`src/rtl/alu_pipe_param.sv`:
```
// Parametrised registered ALU: split-arrival operand capture with a timeout,
// single-cycle arithmetic/logic results and two-cycle multiply commands.
module alu_pipe_param #(
    parameter int WIDTH   = 8,
    parameter int CMD_W   = 4,
    parameter int TIMEOUT = 16
) (
    input  logic               CLK,
    input  logic               RST,
    input  logic               CE,
    input  logic               MODE,
    input  logic [CMD_W-1:0]   CMD,
    input  logic [1:0]         INP_VALID,
    input  logic [WIDTH-1:0]   OPA,
    input  logic [WIDTH-1:0]   OPB,
    input  logic               CIN,
    output logic [2*WIDTH-1:0] RES,
    output logic               RES_VALID,
    output logic               COUT,
    output logic               OFLOW,
    output logic               G,
    output logic               E,
    output logic               L,
    output logic               ERR,
    output logic               BUSY
);
    localparam int SH_W  = $clog2(WIDTH);
    localparam int CNT_W = $clog2(TIMEOUT + 1);
    localparam logic [CNT_W-1:0] LAST = CNT_W'(TIMEOUT - 1);
    localparam logic [WIDTH:0]   ONE  = (WIDTH + 1)'(1);

    typedef enum logic [1:0] {S_IDLE, S_WAIT, S_EXEC, S_MUL2} state_t;

    state_t             r_state;
    logic [CNT_W-1:0]   r_cnt;
    logic [WIDTH-1:0]   r_opa, r_opb;
    logic [CMD_W-1:0]   r_cmd;
    logic               r_mode, r_cin, r_have_a;
    logic [WIDTH:0]     r_fa, r_fb;
    logic [2*WIDTH-1:0] r_res;
    logic               r_res_valid, r_cout, r_oflow, r_g, r_e, r_l, r_err;

    logic [1:0]         w_req;
    logic               w_all_in, w_partial, w_arrive;
    logic [WIDTH:0]     w_ext_a, w_ext_b, w_ext_cin, w_arith;
    logic [WIDTH-1:0]   w_log;
    logic [SH_W-1:0]    w_amt;
    logic [2*WIDTH-1:0] w_res, w_prod;
    logic               w_cout, w_oflow, w_g, w_e, w_l, w_err, w_is_mul;
    logic [WIDTH:0]     w_fa, w_fb;

    // Returns {need_b, need_a}; unsupported encodings wait for both operands.
    function automatic logic [1:0] req_ops(input logic mode, input logic [CMD_W-1:0] cmd);
        logic [1:0] req;
        req = 2'b11;
        if (mode) begin
            case (int'(cmd))
                4, 5:      req = 2'b01;
                6, 7:      req = 2'b10;
                default:   req = 2'b11;
            endcase
        end else begin
            case (int'(cmd))
                6, 8, 9:   req = 2'b01;
                7, 10, 11: req = 2'b10;
                default:   req = 2'b11;
            endcase
        end
        return req;
    endfunction

    assign w_req     = req_ops(MODE, CMD);
    assign w_all_in  = &(INP_VALID | ~w_req);
    assign w_partial = (w_req == 2'b11) && (^INP_VALID);
    assign w_arrive  = r_have_a ? INP_VALID[1] : INP_VALID[0];

    assign w_ext_a   = {1'b0, r_opa};
    assign w_ext_b   = {1'b0, r_opb};
    assign w_ext_cin = (WIDTH + 1)'(r_cin);
    assign w_amt     = r_opb[SH_W-1:0];
    assign w_prod    = (2*WIDTH)'(r_fa) * (2*WIDTH)'(r_fb);

    // NOTE: combinational logic uses blocking assignments and defaults every
    // output first, so intermediate values read later in the block are current
    // and no path can leave a latch behind.
    always_comb begin
        w_arith  = '0;
        w_log    = '0;
        w_res    = '0;
        w_cout   = 1'b0;
        w_oflow  = 1'b0;
        w_g      = 1'b0;
        w_e      = 1'b0;
        w_l      = 1'b0;
        w_err    = 1'b0;
        w_is_mul = 1'b0;
        w_fa     = '0;
        w_fb     = '0;
        if (r_mode) begin
            case (int'(r_cmd))
                0: begin
                    w_arith = w_ext_a + w_ext_b;
                    w_cout  = w_arith[WIDTH];
                    w_oflow = (r_opa[WIDTH-1] == r_opb[WIDTH-1]) && (w_arith[WIDTH-1] != r_opa[WIDTH-1]);
                end
                1: begin
                    w_arith = w_ext_a - w_ext_b;
                    w_cout  = w_arith[WIDTH];
                    w_oflow = (r_opa[WIDTH-1] != r_opb[WIDTH-1]) && (w_arith[WIDTH-1] != r_opa[WIDTH-1]);
                end
                2: begin
                    w_arith = w_ext_a + w_ext_b + w_ext_cin;
                    w_cout  = w_arith[WIDTH];
                end
                3: begin
                    // Zero-extended difference goes negative exactly on borrow.
                    w_arith = w_ext_a - w_ext_b - w_ext_cin;
                    w_cout  = w_arith[WIDTH];
                end
                4: w_arith = w_ext_a + ONE;
                5: w_arith = w_ext_a - ONE;
                6: w_arith = w_ext_b + ONE;
                7: w_arith = w_ext_b - ONE;
                8: begin
                    w_g = r_opa > r_opb;
                    w_e = r_opa == r_opb;
                    w_l = r_opa < r_opb;
                end
                9: begin
                    w_is_mul = 1'b1;
                    w_fa     = w_ext_a + ONE;
                    w_fb     = w_ext_b + ONE;
                end
                10: begin
                    w_is_mul = 1'b1;
                    w_fa     = {r_opa, 1'b0};
                    w_fb     = w_ext_b;
                end
                default: w_err = 1'b1;
            endcase
            w_res = {{(WIDTH-1){1'b0}}, w_arith};
        end else begin
            case (int'(r_cmd))
                0:  w_log = r_opa & r_opb;
                1:  w_log = ~(r_opa & r_opb);
                2:  w_log = r_opa | r_opb;
                3:  w_log = ~(r_opa | r_opb);
                4:  w_log = r_opa ^ r_opb;
                5:  w_log = ~(r_opa ^ r_opb);
                6:  w_log = ~r_opa;
                7:  w_log = ~r_opb;
                8:  w_log = r_opa >> 1;
                9:  w_log = r_opa << 1;
                10: w_log = r_opb >> 1;
                11: w_log = r_opb << 1;
                12: begin
                    w_log = WIDTH'(({r_opa, r_opa} << w_amt) >> WIDTH);
                    w_err = |(r_opb >> SH_W);
                end
                13: begin
                    w_log = WIDTH'({r_opa, r_opa} >> w_amt);
                    w_err = |(r_opb >> SH_W);
                end
                default: w_err = 1'b1;
            endcase
            w_res = {{WIDTH{1'b0}}, w_log};
        end
    end

    // NOTE: every register, operands included, is cleared by the asynchronous
    // reset so an aborted operation leaves nothing stale behind; state updates
    // use non-blocking assignments only.
    always_ff @(posedge CLK or negedge RST) begin
        if (!RST) begin
            r_state     <= S_IDLE;
            r_cnt       <= '0;
            r_opa       <= '0;
            r_opb       <= '0;
            r_cmd       <= '0;
            r_mode      <= 1'b0;
            r_cin       <= 1'b0;
            r_have_a    <= 1'b0;
            r_fa        <= '0;
            r_fb        <= '0;
            r_res       <= '0;
            r_res_valid <= 1'b0;
            r_cout      <= 1'b0;
            r_oflow     <= 1'b0;
            r_g         <= 1'b0;
            r_e         <= 1'b0;
            r_l         <= 1'b0;
            r_err       <= 1'b0;
        end else if (!CE) begin
            r_res_valid <= 1'b0;
        end else begin
            r_res_valid <= 1'b0;
            case (r_state)
                S_IDLE: begin
                    if (w_all_in || w_partial) begin
                        if (INP_VALID[0]) r_opa <= OPA;
                        if (INP_VALID[1]) r_opb <= OPB;
                        r_have_a <= INP_VALID[0];
                        r_cmd    <= CMD;
                        r_mode   <= MODE;
                        r_cin    <= CIN;
                        r_cnt    <= '0;
                        r_state  <= w_all_in ? S_EXEC : S_WAIT;
                    end
                end
                S_WAIT: begin
                    if (w_arrive) begin
                        if (r_have_a) r_opb <= OPB;
                        else          r_opa <= OPA;
                        r_state <= S_EXEC;
                    end else if (r_cnt == LAST) begin
                        r_res       <= '0;
                        r_err       <= 1'b1;
                        {r_cout, r_oflow, r_g, r_e, r_l} <= '0;
                        r_res_valid <= 1'b1;
                        r_state     <= S_IDLE;
                    end else begin
                        r_cnt <= r_cnt + 1'b1;
                    end
                end
                S_EXEC: begin
                    if (w_is_mul) begin
                        r_fa    <= w_fa;
                        r_fb    <= w_fb;
                        r_state <= S_MUL2;
                    end else begin
                        r_res       <= w_res;
                        r_cout      <= w_cout;
                        r_oflow     <= w_oflow;
                        r_g         <= w_g;
                        r_e         <= w_e;
                        r_l         <= w_l;
                        r_err       <= w_err;
                        r_res_valid <= 1'b1;
                        r_state     <= S_IDLE;
                    end
                end
                S_MUL2: begin
                    r_res       <= w_prod;
                    {r_cout, r_oflow, r_g, r_e, r_l, r_err} <= '0;
                    r_res_valid <= 1'b1;
                    r_state     <= S_IDLE;
                end
                default: r_state <= S_IDLE;
            endcase
        end
    end

    assign RES       = r_res;
    assign RES_VALID = r_res_valid;
    assign COUT      = r_cout;
    assign OFLOW     = r_oflow;
    assign G         = r_g;
    assign E         = r_e;
    assign L         = r_l;
    assign ERR       = r_err;
    assign BUSY      = (r_state != S_IDLE);

endmodule
```
`config.mk`:
```
export PLATFORM = sky130hd
export DESIGN_NAME = alu_pipe_param
export DESIGN_NICKNAME = d
export VERILOG_FILES = /design/src/rtl/alu_pipe_param.sv
export SDC_FILE = /design/constraint.sdc
export NUM_CORES = 1
export LEC_CHECK = 0
export ABC_AREA = 1
export BUFFER_PORTS_ARGS = -buffer_cell sky130_fd_sc_hd__buf_4
export CAP_MARGIN = 0
export CORE_UTILIZATION = 32
export CTS_CLUSTER_DIAMETER = 60
export DETAILED_ROUTE_END_ITERATION = 10
export HOLD_SLACK_MARGIN = 0.06
export PLACE_DENSITY = 0.49
export SYNTH_ARGS = -nofsm -noshare
export SYNTH_HDL_FRONTEND = slang
export SYNTH_SLANG_ARGS = --single-unit
```
`constraint.sdc`:
```
create_clock -name CLK -period 5.5 [get_ports CLK]
set_clock_uncertainty 0.1 [all_clocks]
set_input_delay 1.1 -clock CLK [delete_from_list [all_inputs] [get_ports CLK]]
set_output_delay 1.1 -clock CLK [all_outputs]
set_load 0.1 [all_outputs]
```
# Word level (Yosys, flattened, before mapping)
# Index checks and enable logic that the tools add are counted.
[op_classes]
n_addsub = 9
mul = 1
magnitude_cmp = 2
eq_ne = 42
n_shift = 2
mux = 71
n_bitwise = 10
n_reduce_logical = 27
[op_table]
columns = ["cell", "count"]
rows = [
  ["8-bit case mux with 14 select lines", 1],
  ["9-bit case mux with 8 select lines", 1],
  ["8-bit 2-to-1 mux", 8],
  ["16-bit 2-to-1 mux", 3],
  ["16-bit case mux with 3 select lines", 1],
  ["4-bit equality test (second input constant)", 10],
  ["8-bit inverter", 5],
  ["9-bit case mux with 2 select lines", 2],
  ["4-bit by 3-bit equality test with 1-bit output (second input constant)", 8],
  ["8-bit case mux with 2 select lines", 2],
  ["1-bit 2-to-1 mux", 27],
  ["9-bit 2-to-1 mux", 3],
  ["1-bit case mux with 3 select lines", 7],
  ["2-bit inequality test (second input constant)", 10],
  ["8-bit by 1-bit adder with 9-bit output (second input constant)", 2],
  ["8-bit by 1-bit subtractor with 9-bit output (second input constant)", 2],
  ["9-bit by 9-bit multiplier with 16-bit output", 1],
  ["16-bit by 3-bit << shifter with 16-bit output", 1],
  ["16-bit by 3-bit right shift with 8-bit output", 1],
  ["5-bit 2-to-1 mux", 3],
  ["2-bit 2-to-1 mux", 6],
  ["6-bit AND reduction", 2],
  ["12-bit OR reduction", 1],
  ["11-bit OR reduction", 1],
  ["other kinds (39)", 56],
]
[totals]
ff_bits = 71
input_bits = 27
out_inout_bits = 24
wordCells = 182

# Logic depth before layout (Yosys ltp)
# Gate-level depths: netlist (run 1).
[depth]
depth_word = 10
depth_mapped = 22
mapped_depth_nobuf = 21

# Least setup slack after synthesis (run 1)
# Ideal clock, no wire load.
[synth_timing]
kind = "reg-to-reg"
from = "register r_fa[0]"
to = "register r_res[13] (netlist: RES[13])"
arrival_time_ps = 4223
path_slack_ps = 1054
stages_incl_launch_ff = 18
n_path_buf = 1
period_less_slack_ps = 4446
cell_sequence = "dfrtp_1 clkbuf_1 nand2_1 fa_1 fa_1 inv_1 fa_1 inv_1 fa_1 inv_1 ha_1 inv_1 nor3_1 nand2_1 nand2_1 a31oi_1 or2_2 a32o_1"
[synth_between]
elab_chain_cells = 2
[synth_lines]
columns = ["element", "line_no", "source"]
rows = [
  ["start: declaration", "39", "logic [WIDTH:0] r_fa, r_fb;"],
  ["start signal: assignment", "227", "r_fa <= w_fa;"],
  ["9-bit by 9-bit multiplier with 16-bit output", "81", "assign w_prod = (2*WIDTH)'(r_fa) * (2*WIDTH)'(r_fb);"],
  ["16-bit case mux with 3 select lines", "197", "case (r_state)"],
  ["end signal: assignment", "231", "r_res <= w_res;"],
  ["end signal: assignment", "243", "r_res <= w_prod;"],
  ["end: declaration", "40", "logic [2*WIDTH-1:0] r_res;"],
]
# Every way passes these cells.
# A chain may end at the register's enable or synchronous reset.

# Worst setup path in the final report (run 1)
# Ends and elaborated chain as after synthesis.

==> results of run 1 <==
routing by layer:
layer | vias to the layer above | GRT usage (%) | part of all wire (%)
met4 | 0 | 10.2 | 4.2
met5 | - | 0 | 0
met1 | 4462 | 29.7 | 45
met2 | 240 | 38.8 | 47
met3 | 61 | 2.09 | 3.6
li1 | 4603 | - | -
final cells by class:
| cell class | count | area share, % |
|---|---|---|
| clock buffer | 9 | 2.18 |
| clock inverter | 7 | 0.934 |
| inverter | 250 | 9.10 |
| multi-input combinational | 1056 | 61.6 |
| sequential | 71 | 17.2 |
| tap | 384 | 4.66 |
| timing repair buffer | 59 | 4.30 |
where the power goes:
part	internal, W	switching [W]
clock	0.000399	0.000269
sequential	0.000709	0.000406
combinational	0.00138	0.00347
total	0.00249	0.00415
metrics by stage:
step | instances | cell area [um^2] | hold WS (ns) | total power [W] | setup WS (ns)
after global routing | 1836 | 10300 | 0.417 | 0.00724 | 0.538
after floorplan | 1432 | 9330 | 0.376 | 0.00450 | 1.05
after CTS | 1836 | 10300 | 0.389 | 0.00662 | 0.863
final | 1836 | 10300 | 0.385 | 0.00664 | 0.905
after detailed placement | 1820 | 9990 | 0.367 | 0.00593 | 0.880
after global placement | 1820 | 9990 | 0.372 | 0.00591 | 0.904
kinds of logic (layout without fill, tap and decap cells):
group                      count (synthesis)  count (layout)  share of synthesized area (%)
AOI/OAI and AO/OA                        225             225                           14.6
xor gates and xnor gates                  17              17                           1.60
adders and majority gates                115             115                           19.5
muxes                                      5               5                          0.536
buffers and inverters                    305             325                           12.9
DFF                                       71              71                           19.0
and+or+nand+nor                          694             694                           31.8
flip-flops by register name, summed over array words and instances (netlist names), 2 cells and up:
register  cells
RES          16
r_cmd         4
r_cnt         5
r_fa          9
r_fb          9
r_opa         8
r_opb         8
r_state       2
Yosys cell counts (3+ instances only):
library cell	n	share of area, %
sky130_fd_sc_hd__nand2_4	7	0.84
sky130_fd_sc_hd__nand3_1	90	4.8
sky130_fd_sc_hd__o22ai_1	17	1.1
sky130_fd_sc_hd__clkbuf_1	32	1.3
sky130_fd_sc_hd__xnor2_1	3	0.28
sky130_fd_sc_hd__mux2i_1	5	0.54
sky130_fd_sc_hd__fa_1	51	11
sky130_fd_sc_hd__o2111ai_1	12	1.1
sky130_fd_sc_hd__clkinv_1	8	0.32
sky130_fd_sc_hd__o21ai_0	76	4.1
sky130_fd_sc_hd__a31oi_1	7	0.47
sky130_fd_sc_hd__dfrtp_1	71	19
sky130_fd_sc_hd__or2_2	5	0.34
sky130_fd_sc_hd__o221ai_1	5	0.47
sky130_fd_sc_hd__a21oi_1	55	2.9
sky130_fd_sc_hd__o21ai_2	4	0.38
sky130_fd_sc_hd__nor2_2	3	0.20
sky130_fd_sc_hd__ha_1	64	8.6
sky130_fd_sc_hd__nor3_1	14	0.75
sky130_fd_sc_hd__inv_2	6	0.24
sky130_fd_sc_hd__nand2_2	9	0.60
sky130_fd_sc_hd__nor4_1	5	0.34
sky130_fd_sc_hd__inv_1	236	9.5
sky130_fd_sc_hd__o211ai_1	18	1.4
sky130_fd_sc_hd__o21ai_1	5	0.27
sky130_fd_sc_hd__o21a_1	6	0.48
sky130_fd_sc_hd__nand4_1	21	1.4
sky130_fd_sc_hd__nand2_1	419	17
sky130_fd_sc_hd__o311ai_0	3	0.28
sky130_fd_sc_hd__nor2_4	5	0.60
sky130_fd_sc_hd__buf_2	19	1.0
sky130_fd_sc_hd__nor2_1	109	4.4
sky130_fd_sc_hd__xor2_1	14	1.3
sky130_fd_sc_hd__o21bai_1	3	0.24
how the worst max path moves through the flow:
stage / endpoint
detailed placement: RES[13]
global route: RES[12]
CTS: RES[13]
floorplan: RES[13]
finish: RES[13]
global placement: RES[13]
critical path: stages, from the launching register on:
cell                      delay [ns]
sky130_fd_sc_hd__dfrtp_1        0.51
sky130_fd_sc_hd__nand2_1        0.13
sky130_fd_sc_hd__fa_1           0.52
sky130_fd_sc_hd__fa_1           0.56
sky130_fd_sc_hd__inv_1          0.06
sky130_fd_sc_hd__fa_1           0.53
sky130_fd_sc_hd__inv_1          0.06
sky130_fd_sc_hd__fa_1           0.54
sky130_fd_sc_hd__inv_1          0.04
sky130_fd_sc_hd__ha_1           0.35
sky130_fd_sc_hd__inv_1          0.07
sky130_fd_sc_hd__nor3_1         0.24
sky130_fd_sc_hd__nand2_1        0.09
sky130_fd_sc_hd__nand2_1        0.11
sky130_fd_sc_hd__a31oi_1        0.09
sky130_fd_sc_hd__or2_2          0.28
sky130_fd_sc_hd__a32o_1         0.21
==> results.md, run 1 <==
Clock network:
- The source-to-sink clock delay at the later pin of the worst-skew pair is 0.36 ns.
- The tree is rooted in a sky130_fd_sc_hd__clkbuf_16.
- The clock buffer count from CTS is 9.
- CTS saw 71 sinks.
- The clock-pin slew on the worst setup and hold paths is 0.07 ns.
- Counting along the longest clock path gives a buffer depth of 2.
- The number of buffers added for setup after CTS is 0.
- Buffers inserted to repair hold after CTS numbered 0.
- The post-cts resize count is 0.
- The depth of the CTS H-tree is 3.
- TritonCTS built the clock tree.

Final layout:
- In the final design database the tool counted 1589 nets.
- Counting the fill cells in the layout gives 3205.
- Once layout is complete, the utilization of the core stands at 35.9%.
- In the final layout, the multi-input gates occupy 6350 um^2.
- Relative to the synthesized area, the layout overhead comes to 10.5%.
- In the final layout, flip-flops and latches occupy 1780 um^2.
- In the final layout, the share of cells above drive strength 1 is 8.26%.
- The library cell used most frequently in the layout, excluding fill and tap cells, is sky130_fd_sc_hd__nand2_1.
- Leaving out fill and tap cells, the most frequent cells in the layout are 419 x sky130_fd_sc_hd__nand2_1, 236 x sky130_fd_sc_hd__inv_1, 109 x sky130_fd_sc_hd__nor2_1.
- The antenna diode count is 0.

Critical path:
- The launch point of the worst reg-to-reg path is r_fa[0].
- Across all register-to-register paths, the minimum setup slack is 0.90 ns.
- Data on the critical path arrives at its endpoint at 4.74 ns.
- The endpoint type of the worst setup path is a register.
- The launch point of the critical path is r_fa[0].
- The worst setup path is of the register to register kind.
- The maximum fanout encountered on the critical timing path is 10.
- The depth of the most critical reg-to-reg path is 16.
- The worst flop-to-flop path endpoint is RES[13].
- For the worst setup path, the data required time is 5.65 ns.
- The kind of start point of the critical path is a register.

Yosys:
- The mapped netlist covers 9330 um^2.
- The netlist uses 51 different library cells.
- Yosys mapped a number of flops with a built-in enable equal to 0.
- The flip-flop and latch count after synthesis is 71.
- The total number of yosys warnings is 0.
- The synthesized area per cell is 6.52 um^2.
- Counting every net in the synthesized netlist gives 1574.
- The sequential fraction of the synthesis area is 19.0%.
- In the synthesized netlist the dominant register cell turns out to be sky130_fd_sc_hd__dfrtp_1.
- The async set-or-reset flop fraction in the synthesized netlist is 100%.
- The number of standard cells after synthesis is 1432.

Pwr:
- The worst-case vdd ir drop is 328 uV.
- The power per standard cell area is 644 nW/um^2.
- For this design the static power due to leakage is 5.56 nW.

STA:
- At the pin with the least slew margin, the transition time is 0.960 ns.
- The shortest clock period the worst path allows after layout is 4.60 ns.
- The number of max-slew violations in the final report is 0.
- The number of endpoints with negative hold slack in the final report is 0.
- The highest clock frequency the design can meet is 218 MHz.
- Measured against its own limit, the worst slew margin works out to 36.0%.
- Dividing the final minimum period by the clock period gives 83.5%.
- After routing, the total negative slack on setup checks comes to 0 ns.
- The number of setup violations in the final report is 0.
- Setup repair after global routing left no endpoint under its margin.

Floorplanning:
- The chip width is 173 um.
- Row generation in the floorplan step produced 62 rows.
- The number of placed I/O pins is 51.
- The die area is 29800 um^2.
- Measured along the y axis, the die boundary spans 173 um.
- The area of the placeable core is 28700 um^2.
- For this configuration, the core starts out at a cell density of 32.5%.

Status:
- The flow ran to the end, and the final reports show no timing, DRC or antenna violations.

Placement:
- Detailed placement ended at an HPWL of 26700 um.
- The final estimated routing congestion in global placement is 0.974.
- During placement, the flow inserted port buffers numbering 50.

Detailed routing:
- For this block, the routed nets add up to 33300 um of wire.
- The number of iterations in the first detailed-routing pass is 7.
- In the final routed layout, each cell accounts on average for 18.1 um.
- The count of nets left with antenna violations once routing finished came out at 0.
- For this block, the via count after detailed routing is 9366.
- The first routing iteration left 654 violations.
- For this run, design rule violations remaining after detail routing come to 0.
- In the routed layout, each cell is associated on average with a via count of 5.10.

Global routing:
- For this run the aggregate overflow at the end of global routing stands at 0.
- The initial antenna violation count came to 0.
- Entering global routing, the biggest net connects 72 pins.
- The first global-routing pass estimated 53300 um of wire.
- The via count of the first global-routing pass is 9451.
- The global-route usage over all layers is 22.9%.

Min path:
- The worst hold-check path type is register to register.
- For hold timing, the worst endpoint is G.
- The worst min-delay path startpoint is G.
- The depth of the worst hold-timing path is 2.

Flow run:
- The number of max-cap violations is 0.
Power figures use the tool's default switching activity.
==> inputs of run 2 (changes only) <==
Settings changed: ABC_AREA 1 to 0.
Clock period 5.5 ns to 4.6 ns, I/O delays scaled along.
==> run 2 against run 1 <==
Effect of this change: routed wire length increased by 1.3%; global-route usage rose by 0.80 points; worst setup slack lost 0.85 ns; largest power group unchanged.
==> results.md, run 2 <==
Final layout:
- The area added between synthesis and finish is 16.9% (was 10.5%).
- The net count reported at finish is 1382 (was 1589).
- The total of fill cells in the finished design came to 2937 (was 3205).
- Commonest non-fill, non-tap cells in the layout: 130 x sky130_fd_sc_hd__buf_4, 110 x sky130_fd_sc_hd__nand2_1, 103 x sky130_fd_sc_hd__inv_1 (was 419 x sky130_fd_sc_hd__nand2_1, 236 x sky130_fd_sc_hd__inv_1, 109 x sky130_fd_sc_hd__nor2_1).
- The antenna diode count is 0 (unchanged).
- The ratio of cells with drive above 1 in the final layout is 16.5% (was 8.26%).
- The number of flip-flops in the largest register is 16 (unchanged).
- The most common cell after layout, fill and taps aside is sky130_fd_sc_hd__buf_4 (was sky130_fd_sc_hd__nand2_1).
- The final core area utilization was 38.5% (was 35.9%).

Min path:
- The worst hold-check path type is register to register (unchanged).

Critical path:
- The worst path arrival time came to 4.70 ns (was 4.74 ns).
- The kind of start point of the critical path is a register (unchanged).
- The maximum fanout encountered on the critical timing path is 5 (was 10).
- The endpoint type of the worst setup path is a register (unchanged).
- The category of the most critical setup path was register to register (unchanged).
- The endpoint required time on the critical path is 4.75 ns (was 5.65 ns).

Status:
- Result of the run: completed (unchanged).

Detailed routing:
- The post-route antenna net violation count was 0 (unchanged).
- The final routed DRC violation total came to 0 (unchanged).
- The wire length per cell after detailed routing came to 20.8 um (was 18.1 um).
- The mean number of vias per cell is 5.47 (was 5.10).
- The detailed router's first-iteration violation count is 881 (was 654).
- The number of vias after detailed routing is 8884 (was 9366).
- The number of iterations in the first detailed-routing pass is 5 (was 7).
- The total wirelength of the detailed-routed design is 33700 um (was 33300 um).

Global routing:
- The wire length of the first global-routing pass was 52500 um (was 53300 um).
- The initial antenna violation count is 0 (unchanged).
- The layer with the highest usage is met2 (unchanged).
- The total congestion overflow after global routing is 0 (unchanged).
- The met1 usage in global routing came to 33.9% (was 29.7%).
- The global-route usage over all layers came to 23.7% (was 22.9%).
- The global-route track usage on met2 was 35.9% (was 38.8%).
- The met3 track demand over resource in global routing came to 4.58% (was 2.09%).
- The via count of the first global-routing pass came to 8768 (was 9451).
- The maximum number of pins on one net before global-route repair is 46 (was 72).

STA:
- The number of endpoints with negative hold slack in the final report is 0 (unchanged).
- The transition time at the pin with the least slew margin is 0.895 ns (was 0.960 ns).
- The share of the clock period used by the worst path after layout is 98.9% (was 83.5%).
- The shortest clock period the worst path allows after layout is 4.55 ns (was 4.60 ns).
- The relative slew slack is 40.1% (was 36.0%).
- The smallest setup slack after layout is 0.0507 ns (was 0.905 ns).
- The number of max-slew violations in the final report is 0 (unchanged).
- RSZ-0062 raised after global routing: yes (was no).
- The highest clock frequency the design can meet is 220 MHz (was 218 MHz).
- The number of setup violations in the final report came to 0 (unchanged).

Placement:
- The total of buffers placed on input and output ports is 50 (unchanged).
- The placement-stage worst setup slack is -0.143 ns (was 0.880 ns).
- The final estimated routing congestion in global placement is 0.952 (was 0.974).
- The half-perimeter wire length after placement is 25900 um (was 26700 um).

Clock network:
- The hold-fix buffer count after cts is 0 (unchanged).
- The source-to-sink clock delay at the later pin of the worst-skew pair is 0.36 ns (about the same).
- The clock-pin slew on the worst setup and hold paths is 0.08 ns (was 0.07 ns).
- The depth of the CTS H-tree is 3 (unchanged).
- The number of clock sinks is 71 (unchanged).
- The clock root buffer master is sky130_fd_sc_hd__clkbuf_16 (unchanged).
- The CTS tree was yes (unchanged).
- The clock tree buffer depth is 2 (unchanged).
- The clock buffer count from CTS is 9 (unchanged).

Floorplanning:
- The number of placed I/O pins is 51 (unchanged).
- The starting density of the core came to 33.0% (was 32.5%).
- The floorplan die height was 172 um (was 173 um).
- The area of the placeable core came to 28200 um^2 (was 28700 um^2).
- The die area came to 29700 um^2 (was 29800 um^2).
- The number of placement rows was 61 (was 62).
- The chip width is 172 um (was 173 um).

Yosys:
- The synthesized area per cell is 7.92 um^2 (was 6.52 um^2).
- The flip-flop and latch count after synthesis was 71 (unchanged).
- The number of standard cells after synthesis was 1172 (was 1432).
- The main flop type after synthesis is sky130_fd_sc_hd__dfrtp_1 (unchanged).
- The cell area after synthesis is 9280 um^2 (was 9330 um^2).
- The most area-hungry cell type in the Yosys netlist is sky130_fd_sc_hd__dfrtp_1 (unchanged).
- The number of enable flip-flop cells after synthesis is 0 (unchanged).
- The synthesized netlist net count is 1314 (was 1574).
- Largest cells by area after synthesis: sky130_fd_sc_hd__dfrtp_1 19%, sky130_fd_sc_hd__fa_1 11%, sky130_fd_sc_hd__ha_1 8.6% (was sky130_fd_sc_hd__dfrtp_1 19%, sky130_fd_sc_hd__nand2_1 17%, sky130_fd_sc_hd__fa_1 11%).
- Synth cell count leaders: 114 x sky130_fd_sc_hd__nand2_1, 105 x sky130_fd_sc_hd__inv_1, 102 x sky130_fd_sc_hd__nor2_1, 71 x sky130_fd_sc_hd__dfrtp_1, 64 x sky130_fd_sc_hd__ha_1 (was 419 x sky130_fd_sc_hd__nand2_1, 236 x sky130_fd_sc_hd__inv_1, 109 x sky130_fd_sc_hd__nor2_1, 90 x sky130_fd_sc_hd__nand3_1, 76 x sky130_fd_sc_hd__o21ai_0).
- The total number of yosys warnings came to 0 (unchanged).
- The most common cell in the netlist is sky130_fd_sc_hd__nand2_1 (unchanged).
- The top-area cell type share of the netlist area came to 19.1% (was 19.0%).
- The sequential fraction of the synthesis area was 19.1% (was 19.0%).
- The async set-or-reset flop fraction in the synthesized netlist is 100% (unchanged).
- The count of distinct cell types in the synthesized netlist was 74 (was 51).

Flow run:
- The number of max-cap violations was 0 (unchanged).

Pwr:
- The worst-case vdd ir drop came to 366 uV (was 328 uV).
- The leakage power figure is 4.91 nW (was 5.56 nW).
- The power per standard cell area is 742 nW/um^2 (was 644 nW/um^2).
run 2: cell types whose count changed in the layout (fill, tap and decap cells not counted), moves of 19 or more:
cell,before,now
sky130_fd_sc_hd__nor3_1,14,33
sky130_fd_sc_hd__nand2_1,419,110
sky130_fd_sc_hd__o21ai_0,76,54
sky130_fd_sc_hd__inv_1,236,103
sky130_fd_sc_hd__and2_1,1,48
sky130_fd_sc_hd__nand3_1,90,39
sky130_fd_sc_hd__mux2i_1,5,24
sky130_fd_sc_hd__xnor2_1,3,48
sky130_fd_sc_hd__buf_4,59,130
run 2: area by class of cell:
type | instances | area, um^2 | area share (%)
multi-input cells | 914 | 6850 | 63.2
clock inverters | 7 | 95.1 | 0.876
repair buffers | 132 | 998 | 9.20
well taps | 378 | 473 | 4.36
clock buffers | 9 | 225 | 2.08
inverters | 112 | 420 | 3.87
flip-flops and latches | 71 | 1780 | 16.4
run 2: worst paths after layout:
path                       startpoint       end  depth (start not counted)  slack [ns]
setup / recovery              r_fa[5]   RES[15]                         17        0.05
hold / removal                      G         G                          2        0.38
setup reg to reg              r_fa[5]   RES[15]                         17        0.05
hold reg to reg                     G         G                          2        0.38
max in group asynchronous         RST   RES[10]                          2        3.01
min in group asynchronous         RST  r_opb[2]                          1        0.46
run 2: cell families (layout without fill, tap and decap cells):
logic type               Yosys count  in the layout  synth area share (%)
XOR/XNOR                          62             62                  5.85
adder cells (fa/ha/maj)          115            115                  19.6
AND/OR/NAND/NOR                  414            414                  21.3
AO/OA/AOI/OAI                    275            275                  20.1
buffers and inverters            187            260                  7.74
multiplexers                      48             48                  6.23
flip-flops                        71             71                  19.1
run 2: per-layer routing:
| layer | share of wire [%] | vias up |
|---|---|---|
| met5 | 0 | - |
| met4 | 2.3 | 0 |
| met3 | 8.1 | 57 |
| met2 | 43 | 368 |
| met1 | 47 | 4233 |
| li1 | - | 4226 |
run 2: through the flow:
stage                     hold slack [ns]  area (um^2)  total power (W)  instances  TNS [ns]
after CTS                           0.382        10800          0.00796       1623         0
after global placement              0.367        10500          0.00711       1605   -0.0812
final                               0.377        10800          0.00805       1623         0
after global routing                0.408        10800          0.00857       1623    -0.387
after floorplan                     0.366         9370          0.00524       1172         0
after detailed placement            0.368        10500          0.00711       1605    -0.143
run 2: power by group:
group,leakage [nW],internal [W],switching [W]
clock,0.156,0.000477,0.000336
sequential,0.911,0.000823,0.000391
combinational,3.84,0.00212,0.00391
run 2: worst max-delay path, cell delays in order (launching register included):
cell                      delay, ns
sky130_fd_sc_hd__dfrtp_2       0.45
sky130_fd_sc_hd__buf_6         0.13
sky130_fd_sc_hd__nand2_4       0.04
sky130_fd_sc_hd__fa_1          0.45
sky130_fd_sc_hd__fa_1          0.54
sky130_fd_sc_hd__inv_2         0.04
sky130_fd_sc_hd__fa_1          0.54
sky130_fd_sc_hd__inv_2         0.04
sky130_fd_sc_hd__fa_1          0.52
sky130_fd_sc_hd__inv_1         0.04
sky130_fd_sc_hd__ha_2          0.16
sky130_fd_sc_hd__or2_4         0.24
sky130_fd_sc_hd__o311a_1       0.30
sky130_fd_sc_hd__o21a_1        0.18
sky130_fd_sc_hd__o21a_1        0.19
sky130_fd_sc_hd__o41ai_2       0.24
sky130_fd_sc_hd__xnor2_1       0.16
sky130_fd_sc_hd__o21ai_1       0.07
run 2: what timing repair did:
item,4_1_cts,5_1_grt
setup buffers,2,0
resized for setup,7,9
endpoints found under the hold margin,0,0
pin swaps,14,2
setup endpoints to repair,2,6
